[src/rtl/game_ctrl.sv]
// Dinosaur runner sequencer: IDLE/RUN/OVER FSM, score and scroll-speed ramp.
// Optional GAME_CTRL_HISCORE_EN adds a clrn-only high score and a new-record flag.
module game_ctrl #(
    parameter int FRAMES_PER_POINT   = 6,
    parameter int POINTS_PER_SPEEDUP = 100,
    parameter int SPEED_INIT         = 1,
    parameter int SPEED_MAX          = 12,
    parameter int OVER_HOLD_FRAMES   = 30,
    parameter int SCORE_MAX          = 9999
) (
    input  logic        CLK,
    input  logic        clrn,
    input  logic        tick_frame,
    input  logic        btn_jump,
    input  logic        collision,
    output logic        game_status,
    output logic        game_over,
    output logic [3:0]  speed,
    output logic [13:0] score,
    output logic        restart_ok
`ifdef GAME_CTRL_HISCORE_EN
   ,output logic [13:0] hiscore,
    output logic        new_record
`endif
);

    localparam int FW = (FRAMES_PER_POINT > 1) ? $clog2(FRAMES_PER_POINT) : 1;
    localparam int PW = (POINTS_PER_SPEEDUP > 1) ? $clog2(POINTS_PER_SPEEDUP) : 1;
    localparam int HW = (OVER_HOLD_FRAMES > 0) ? $clog2(OVER_HOLD_FRAMES + 1) : 1;

    typedef enum logic [1:0] {
        IDLE = 2'd0,
        RUN  = 2'd1,
        OVER = 2'd2
    } state_t;

    state_t        state;
    state_t        state_nx;
    logic          btn_d;
    logic          hit;
    logic [FW-1:0] frame_cnt;
    logic [PW-1:0] point_cnt;
    logic [HW-1:0] hold_cnt;
    logic          press;
    logic          start;
    logic          fin;

    assign press = btn_jump & ~btn_d;

    always_comb begin
        state_nx = state;
        start    = 1'b0;
        fin      = 1'b0;
        unique case (state)
            IDLE: begin
                if (press) begin
                    state_nx = RUN;
                    start    = 1'b1;
                end
            end
            RUN: begin
                if (tick_frame && (hit || collision)) begin
                    state_nx = OVER;
                    fin      = 1'b1;
                end
            end
            OVER: begin
                // presses during the hold window are dropped, not queued
                if (press && hold_cnt == '0) begin
                    state_nx = RUN;
                    start    = 1'b1;
                end
            end
            default: state_nx = IDLE;
        endcase
    end

    always_ff @(posedge CLK or negedge clrn) begin
        if (!clrn) begin
            state     <= IDLE;
            btn_d     <= 1'b0;
            hit       <= 1'b0;
            frame_cnt <= '0;
            point_cnt <= '0;
            hold_cnt  <= '0;
            score     <= '0;
            speed     <= 4'(SPEED_INIT);
        end else begin
            state <= state_nx;
            btn_d <= btn_jump;
            if (start) begin
                score     <= '0;
                speed     <= 4'(SPEED_INIT);
                frame_cnt <= '0;
                point_cnt <= '0;
                hit       <= 1'b0;
            end else if (state == RUN) begin
                hit <= hit | collision;
                if (fin) begin
                    hold_cnt <= HW'(OVER_HOLD_FRAMES);
                end else if (tick_frame) begin
                    if (frame_cnt == FW'(FRAMES_PER_POINT - 1)) begin
                        frame_cnt <= '0;
                        if (score < 14'(SCORE_MAX))
                            score <= score + 14'd1;
                        if (point_cnt == PW'(POINTS_PER_SPEEDUP - 1)) begin
                            point_cnt <= '0;
                            if (speed < 4'(SPEED_MAX))
                                speed <= speed + 4'd1;
                        end else begin
                            point_cnt <= point_cnt + PW'(1);
                        end
                    end else begin
                        frame_cnt <= frame_cnt + FW'(1);
                    end
                end
            end else if (state == OVER && tick_frame && hold_cnt != '0) begin
                hold_cnt <= hold_cnt - HW'(1);
            end
        end
    end

    assign game_status = (state == RUN);
    assign game_over   = (state == OVER);
    assign restart_ok  = (state == IDLE) || (state == OVER && hold_cnt == '0);

`ifdef GAME_CTRL_HISCORE_EN
    logic rec;

    always_ff @(posedge CLK or negedge clrn) begin
        if (!clrn) begin
            hiscore <= '0;
            rec     <= 1'b0;
        end else if (fin) begin
            rec <= (score > hiscore);
            if (score > hiscore)
                hiscore <= score;
        end else if (start) begin
            rec <= 1'b0;
        end
    end

    assign new_record = rec && (state == OVER);
`endif

endmodule

[config.mk]
export PLATFORM = sky130hd
export DESIGN_NAME = game_ctrl
export DESIGN_NICKNAME = d
export VERILOG_FILES = /design/src/rtl/game_ctrl.sv
export SDC_FILE = /design/constraint.sdc
export NUM_CORES = 1
export LEC_CHECK = 0
export CAP_MARGIN = 20
export CORE_MARGIN = 8
export CORE_UTILIZATION = 50
export CTS_BUF_LIST = sky130_fd_sc_hd__clkbuf_4 sky130_fd_sc_hd__clkbuf_8 sky130_fd_sc_hd__clkbuf_16
export DETAILED_ROUTE_END_ITERATION = 8
export PLACE_DENSITY_LB_ADDON = 0.3
export SETUP_SLACK_MARGIN = 0.1
export SLEW_MARGIN = 25
export SYNTH_ARGS = -nofsm -noshare
export SYNTH_HDL_FRONTEND = slang
export SYNTH_SLANG_ARGS = --single-unit
[constraint.sdc]
create_clock -name CLK -period 2.1 [get_ports CLK]
set_input_delay 0.42 -clock CLK [delete_from_list [all_inputs] [get_ports CLK]]
set_output_delay 0.42 -clock CLK [all_outputs]
set_load 0.02 [all_outputs]
Word level (Yosys, flattened, before mapping)
Index checks and enable logic that the tools add are counted.

cells by class
  $add $sub $neg = 5
  $lt $le $gt $ge = 2
  eq/ne operators = 9
  muxes and demuxes = 38
  bitwise operators = 4
  reduce and logical (&&, ||, !) cells = 23

operators by type and width
  kind                                                 count
  two-way mux 14 bit                                   6
  two-way mux 7 bit                                    6
  two-way mux 4 bit                                    7
  two-way mux 3 bit                                    5
  two-way mux 5 bit                                    3
  adder 14 x 1 -> 14 bit (second input constant)       1
  less-than comparator 14 bit (second input constant)  1
  nonzero test 2 bit                                   7
  AND reduction 3 bit                                  3
  adder 7 x 1 -> 7 bit (second input constant)         1
  equality test 7 bit (second input constant)          1
  two-way mux 1 bit                                    6
  two-way mux 2 bit                                    3
  != test 2 x 1 -> 1 bit (second input constant)       3
  one-hot mux 2 bit (3 select lines)                   1
  AND reduction 6 bit                                  1
  logical AND 1 bit                                    5
  zero test 5 bit                                      1
  AND reduction 5 bit                                  1
  nonzero test 5 bit                                   1
  subtractor 5 x 1 -> 5 bit (second input constant)    1
  adder 4 x 1 -> 4 bit (second input constant)         1
  less-than comparator 4 bit (second input constant)   1
  != test 2 bit (second input constant)                2
  other kinds (11)                                     13

storage, ports and cells
  register bits = 37
  output and inout bits = 21
  word-level logic and storage cells = 89

Longest topological paths before layout
Gate-level depths: netlist (run 1).

  depth after elaboration = 8
  mapped depth = 7
  gate-level depth less buffers = 6

Worst setup path after synthesis (run 1)
No wires, ideal clock.

  path type = register to register
  start = register hold_cnt[0]
  end = register point_cnt[5]
  setup time = 124 ps
  data arrival time = 1915 ps
  setup slack = 61 ps
  stages on the path, launching flop included = 8
  path buffers = 1
  clock period less this slack = 2039 ps
  path through = dfrtp_1 inv_1 ha_1 or4b_1 a21oi_1 and2_1 buf_2 nor3_1

between the ends
  cells in the longest elaborated chain, start to end = 6
  elaborated cells between the ends (all ways) = 10
  classes of those cells = 1 x eq/ne; 3 x mux; 6 x reduce/logical

RTL lines
  what                                                                         RTL line  RTL
  start: declaration                                                           43        logic [HW-1:0] hold_cnt;
  start signal: assignment                                                     100       hold_cnt <= HW'(OVER_HOLD_FRAMES);
  start signal: assignment                                                     118       hold_cnt <= hold_cnt - HW'(1);
  zero test 5 bit *                                                            69        if (press && hold_cnt == '0) begin
  logical AND 1 bit *                                                          69
  two-way mux 1 bit *                                                          69
  one-hot mux 1 bit (2 select lines) *                                         54        unique case (state)
  != test 2 bit (no source line) / nonzero test 2 bit (equally long branches)  -
  AND reduction 4 bit (no source line)                                         -
  end signal: assignment                                                       111       point_cnt <= point_cnt + PW'(1);
  end: declaration                                                             42        logic [PW-1:0] point_cnt;

Mark *: on every way between the ends. The rest lies on a longest branch, timed or not.
A chain may end at the register's enable or synchronous reset.

Worst setup path in the final report (run 1)
  start = register hold_cnt[0]
  end = output restart_ok

between the ends
  cells in the longest elaborated chain, start to end = 3

RTL lines
  what               RTL line  RTL
  zero test 5 bit    125       assign restart_ok = (state == IDLE) || (state == OVER && hold_cnt == '0);
  logical AND 1 bit  125
  logical OR 1 bit   125
  end: declaration   20        output logic restart_ok

No other way between the ends.

==> run_results.csv, run 1 <==
group,metric,value,unit
yosys,seq_area_frac_synth,0.4469,
yosys,synth_ff_type,"dfrtp_1",
place,dp_hpwl,3440,µm
floorplanning,rows,23,
timing,max_freq,0.4822,GHz
worst_setup_path,slowest_delay,0.46,ns
floorplanning,ioPinCount,26,
floorplanning,dieArea,6466,µm²
detailed_routing,ant_nets,0,
global_routing,antenna_found_initial,0,
worst_setup_path,r2r_slack,0.27,ns
clock_tree,cts_made_buffers,5,
yosys,synth_area,2074,µm²
place,portBuffers,25,
yosys,yosys.area.top_type,"dfrtp_1",
detailed_routing,drcViolationCount,0,
clock_tree,insertion_delay,0.29,ns
layout,synthToLayoutAreaGrowth,27.62,%
yosys,syn_inst,225,
timing,skew,0.007462,ns
timing,setup_violations,0,
clock_tree,clockBufferDepth,2,
timing,rsz0062_at_grt,"true",
clock_tree,cts_hold_buffers,0,
global_routing,grtUsageTotal,0.1629,
layout,drive_above_1_share,0.1832,
floorplanning,die_y,80.41,µm
timing,finalSetupTns,0,ns
yosys,synth_nets,235,
detailed_routing,dr_total_vias,1923,
detailed_routing,drtPass1Iterations,4,
place,dp.cells,315,
worst_setup_path,cp-end-kind,"primary output",
clock_tree,clkTransAtPathRegs,0.08,ns
detailed_routing,totalWireLength,4840,µm
timing,finalCritPeriodShare,0.9875,
outcome,status,"finished, final reports clean",
global_routing,grt_pass1_wl,8390,µm
clock_tree,cts-root-buf,"clkbuf_8",
yosys,avgSynthCellArea,9.220,µm²
floorplanning,die_w,80.41,µm
pwr,cellLeakagePower,0.001088,µW
clock_tree,cts_tree,"built",
yosys,synth.top_cells.by_area,"dfrtp_1 43%, a21oi_1 5.8%, nand3_1 3.9%",
yosys,ys_types,46,
timing,tightest_slew,0.6484,ns
worst_setup_path,critPathLaunchType,"register",
worst_setup_path,r2r-end,"point_cnt[2]$_DFFE_PN0P_",
worst_setup_path,worst_r2r_path_depth,4,
worst_setup_path,cp_max_fo,2,
yosys,synth_top_area_frac,0.4343,
worst_setup_path,crit_arrival,1.65,ns
global_routing,first_global_vias,1805,
timing,hold_viol,0,
pwr,p_per_area,741.3,nW/µm²
worst_setup_path,crit_chain,"inv_2, ha_4, or4b_4, a21oi_2, buf_4",
timing,relSlewSlack,0.5617,
worst_setup_path,slowest_stage,"or4b_4",
worst_setup_path,cp_num_buf_inv,2,
detailed_routing,vias_per_cell,5.954,
run,max_cap_viol_count,0,
layout,stdcell_count,323,
pwr,vdd_drop_max,0.6517,mV
global_routing,globalRouteOverflowTotal,0,
worst_setup_path,required,1.68,ns
layout,fin_nets,282,
worst_setup_path,cp-startpoint,"hold_cnt[0]$_DFFE_PN0P_",
pwr,power.total,1962,µW
place,gp_congestion,0.8406,
worst_setup_path,path_delay_family,"simple AND/OR/NAND/NOR gates",
timing,final_max_slew_viol_count,0,
detailed_routing,drtIter0Drc,159,
worst_setup_path,r2r_start,"point_cnt[3]$_DFFE_PN0P_",
clock_tree,h-tree-depth,2,
yosys,ys_async_sr_fraction,1.000,
global_routing,grt_max_degree,38,
layout,n_antenna_cell,0,
detailed_routing,avgRoutedWirePerCell,14.98,µm
yosys,synth_edf_count,0,
floorplanning,core,4000,µm²
yosys,synth-seq-cells,37,
worst_setup_path,critPathKind,"reg2out",
timing,period_minus_slack,2.074,ns
floorplanning,start_util,0.5186,
yosys,yosys_warnings,0,
clock_tree,cts_sinks,37,
worst_hold_path,min_path_type,"in2async",
==> per-stage QoR <==
step	cell area, µm²	setup slack, ns	hold slack [ns]	utilization
after global placement	2525	-0.1426	0.4961	0.6312
after global routing	2648	-0.03781	0.1936	0.6619
after CTS	2610	0.008573	0.1710	0.6525
after floorplan	2078	0.1889	0.1244	-
final	2648	0.02615	0.1585	0.6619
after detailed placement	2525	-0.1808	0.4965	0.6312
==> layout make-up <==
cell class              count  area (µm²)
fillers                   345        1353
multi-input cells         171        1115
flip-flops and latches     37       928.4
repair buffers             47       417.9
clock buffers               6       76.32
well taps                  50       62.56
inverters                  10       37.54
clock inverters             2       10.01
==> cell usage after synthesis (2+ instances only) <==
cell type	instances
nor4_1	6
and3_1	5
clkbuf_1	2
o21ai_0	11
nand2_1	20
a311oi_1	2
a31o_2	2
a31oi_1	3
nor2_1	13
inv_1	10
or4_1	2
o22ai_1	3
a21oi_1	24
ha_1	5
or3_1	3
nand2b_1	8
buf_2	4
dfrtp_1	36
o31ai_1	3
mux2i_1	7
and4_1	2
nand3b_1	2
a21o_1	2
nor3_1	5
nand3_1	16
nand4_1	8
a41oi_1	2
==> power breakdown <==
part | total, µW | internal, µW | switching, µW
registers | 871 | 788 | 83.0
clock network | 502 | 243 | 259
logic | 589 | 278 | 311
total | 1960 | 1310 | 653
==> cells in the final DEF, fill, tap and decap left out, types with 3 or more instances in the layout <==
cell | synthesis | layout
dfrtp_1 | 36 | 35
a21oi_1 | 24 | 22
buf_4 | 0 | 22
clkdlybuf4s50_1 | 0 | 21
nand2_1 | 20 | 20
nand3_1 | 16 | 16
nor2_1 | 13 | 13
o21ai_0 | 11 | 11
nand2b_1 | 8 | 8
inv_1 | 10 | 8
nand4_1 | 8 | 8
mux2i_1 | 7 | 7
and3_1 | 5 | 5
nor3_1 | 5 | 5
clkbuf_8 | 0 | 5
nor4_1 | 6 | 4
ha_1 | 5 | 4
or3_1 | 3 | 3
o22ai_1 | 3 | 3
a31oi_1 | 3 | 3
o31ai_1 | 3 | 3
==> layer usage <==
metal  GRT usage  share of wire  up-vias
li1            -              -      933
met1      0.2089           0.45      927
met2      0.2558           0.48       55
met3     0.05246          0.062        8
met4     0.04364          0.011        0
met5           0              0        -
==> flip-flops by register name, summed over array words and instances, names as in the netlist <==
signal,flops
hit,1
state,2
hold_cnt,5
point_cnt,7
frame_cnt,3
speed,4
score,14
btn_d,1
==> how the worst max path moves through the flow <==
stage                               endpoint  slack, ns  cells after the start
floorplan           point_cnt[5]$_DFFE_PN0P_       0.19                      7
global route                      restart_ok      -0.04                      5
CTS                               restart_ok      0.009                      5
detailed placement                restart_ok      -0.18                      5
finish                            restart_ok       0.03                      5
global placement                  restart_ok      -0.14                      5
==> cells by family after synthesis <==
group	after synthesis	synth area share
fa+ha+maj	5	0.03016
simple gates	103	0.2871
compound gates	55	0.1610
xor+xnor	1	0.004223
mux	7	0.03378
flops	37	0.4469
buf+inv	17	0.03679
==> timing repair <==
| item | in CTS | in global routing |
|---|---|---|
| hold endpoints to repair | 0 | 0 |
| setup endpoints to repair | 3 | 12 |
| pin swaps | 1 | 3 |
| setup buffers | 0 | 0 |
| gates resized for setup | 10 | 7 |
No activity file was read; power rests on OpenSTA's default activity.
==> inputs of run 2 (changes only) <==
--- a/config.mk
+++ b/config.mk
@@ -12,6 +12,7 @@
 export DETAILED_ROUTE_END_ITERATION = 8
 export PLACE_DENSITY_LB_ADDON = 0.3
 export SETUP_SLACK_MARGIN = 0.1
+export SKIP_CTS_REPAIR_TIMING = 1
 export SLEW_MARGIN = 25
 export SYNTH_ARGS = -nofsm -noshare
 export SYNTH_HDL_FRONTEND = slang
==> run_results.csv, run 2 (synthesized netlist as in run 1, its figures left out) <==
group,metric,value,unit
floorplanning,die_w,80.41,µm
clock_tree,cts_tree,"built",
detailed_routing,drtPass1Iterations,4,
timing,period_minus_slack,2.079,ns
outcome,status,"finished, final reports clean",
global_routing,grt_max_degree,38,
timing,finalSetupTns,0,ns
global_routing,antenna_found_initial,0,
worst_setup_path,worst_r2r_path_depth,4,
layout,largest_reg_flops,14,
detailed_routing,avgRoutedWirePerCell,15.02,µm
global_routing,first_global_vias,1804,
worst_hold_path,min_path_type,"in2async",
place,portBuffers,25,
floorplanning,core,4000,µm²
floorplanning,start_util,0.5186,
layout,stdcell_count,323,
timing,finalCritPeriodShare,0.9901,
layout,final_cell_mix,"36 x dfrtp_1, 22 x a21oi_1, 22 x buf_4",
floorplanning,dieArea,6466,µm²
layout,final_util,0.6587,
detailed_routing,vias_per_cell,5.854,
worst_setup_path,cp_max_fo,2,
worst_setup_path,crit_arrival,1.66,ns
pwr,p_per_area,742.4,nW/µm²
global_routing,globalRouteOverflowTotal,0,
global_routing,grt_pass1_wl,8390,µm
timing,skew,0.007081,ns
clock_tree,cts_made_buffers,5,
worst_setup_path,required,1.68,ns
run,max_cap_viol_count,0,
layout,top_regs,"score x14, point_cnt x7, hold_cnt x5",
layout,synthToLayoutAreaGrowth,27.02,%
place,gp_congestion,0.8406,
worst_setup_path,critPathLaunchType,"register",
layout,max_flop_register,"score",
floorplanning,rows,23,
layout,final_common_cell,"dfrtp_1",
worst_setup_path,slowest_stage,"or4b_4",
clock_tree,insertion_delay,0.29,ns
timing,tightest_slew,0.6449,ns
clock_tree,h-tree-depth,2,
clock_tree,cts-root-buf,"clkbuf_8",
layout,n_antenna_cell,0,
floorplanning,ioPinCount,26,
timing,final_max_slew_viol_count,0,
place,dp.cells,315,
timing,max_freq,0.4810,GHz
detailed_routing,drcViolationCount,0,
timing,relSlewSlack,0.5640,
detailed_routing,totalWireLength,4850,µm
timing,setup_violations,0,
timing,hold_viol,0,
floorplanning,die_y,80.41,µm
clock_tree,cts_sinks,37,
pwr,cellLeakagePower,0.001113,µW
worst_setup_path,critPathKind,"reg2out",
detailed_routing,dr_total_vias,1891,
layout,drive_above_1_share,0.1722,
worst_setup_path,slowest_delay,0.47,ns
detailed_routing,ant_nets,0,
worst_setup_path,crit_chain,"inv_2, ha_1, or4b_4, a21oi_2, buf_4",
clock_tree,clkTransAtPathRegs,0.08,ns
pwr,vdd_drop_max,0.6333,mV
layout,fin_nets,282,
worst_setup_path,cp-end-kind,"primary output",
global_routing,grtUsageTotal,0.1629,
detailed_routing,drtIter0Drc,144,
place,dp_hpwl,3440,µm
timing,rsz0062_at_grt,"true",
clock_tree,clockBufferDepth,2,
pwr,power.total,1956,µW
==> run 2: cell count changes in the layout (fill, tap and decap cells not counted) <==
| cell | change |
|---|---|
| nor4_1 | +1 |
| nor4_2 | -1 |
| dlygate4sd2_1 | -2 |
| ha_4 | -1 |
| dlymetal6s2s_1 | +2 |
| dfrtp_2 | -1 |
| ha_1 | +1 |
| dfrtp_1 | +1 |
==> run 2: worst paths after layout <==
check / start / to / slack (ns)
worst max-delay path: hold_cnt[1]$_DFFE_PN0P_ / restart_ok / 0.02
worst min-delay path: clrn / score[4]$_DFFE_PN0P_ / 0.16
worst max register to register: state[1]$_DFFE_PN0P_ / score[4]$_DFFE_PN0P_ / 0.25
worst min register to register: speed[0]$_DFFE_PN1P_ / speed[0]$_DFFE_PN1P_ / 0.54
max in group asynchronous: clrn / speed[0]$_DFFE_PN1P_ / 1.60
min in group CLK: speed[0]$_DFFE_PN1P_ / speed[0]$_DFFE_PN1P_ / 0.54
==> run 2: worst max-delay path, delay by kind of cell (launching register included) <==
| kind | cells | cell delay, ns |
|---|---|---|
| flip-flops | 1 | 0.39 |
| AO/OA/AOI/OAI | 1 | 0.14 |
| adder cells (fa/ha/maj) | 1 | 0.14 |
| AND/OR/NAND/NOR | 1 | 0.47 |
| buffers and inverters | 2 | 0.22 |
==> run 2: per-stage QoR <==
step                      cell area, µm²  hold slack [ns]  setup WS, ns
after CTS                           2611           0.1710       -0.5107
final                               2635           0.1581       0.02083
after global routing                2635           0.1936      -0.03699
after detailed placement            2525           0.4965       -0.1808
after global placement              2525           0.4961       -0.1426
after floorplan                     2078           0.1244        0.1889
==> run 2: layer usage <==
layer  wire length, µm  share of wire  vias up  track usage
li1                  -              -      933            -
met1              2168           0.45      905       0.2082
met2              2344           0.48       47       0.2566
met3               288          0.059        6      0.05246
met4                48         0.0099        0      0.04364
met5                 0              0        -            0
==> run 2: final cells by class <==
| class | count | area [µm²] |
|---|---|---|
| sequential | 37 | 927.1 |
| inverter | 10 | 37.54 |
| multi-input combinational | 171 | 1096 |
| clock buffer | 6 | 76.32 |
| timing repair buffer | 47 | 425.4 |
| tap | 50 | 62.56 |
| clock inverter | 2 | 10.01 |
| fill | 348 | 1365 |
==> run 2: where the power goes <==
| part | total, µW | leakage, µW | switching [µW] | internal [µW] |
|---|---|---|---|---|
| clock network | 503 | 0.0000484 | 260 | 243 |
| logic | 583 | 0.000579 | 305 | 278 |
| registers | 870 | 0.000486 | 83.9 | 787 |
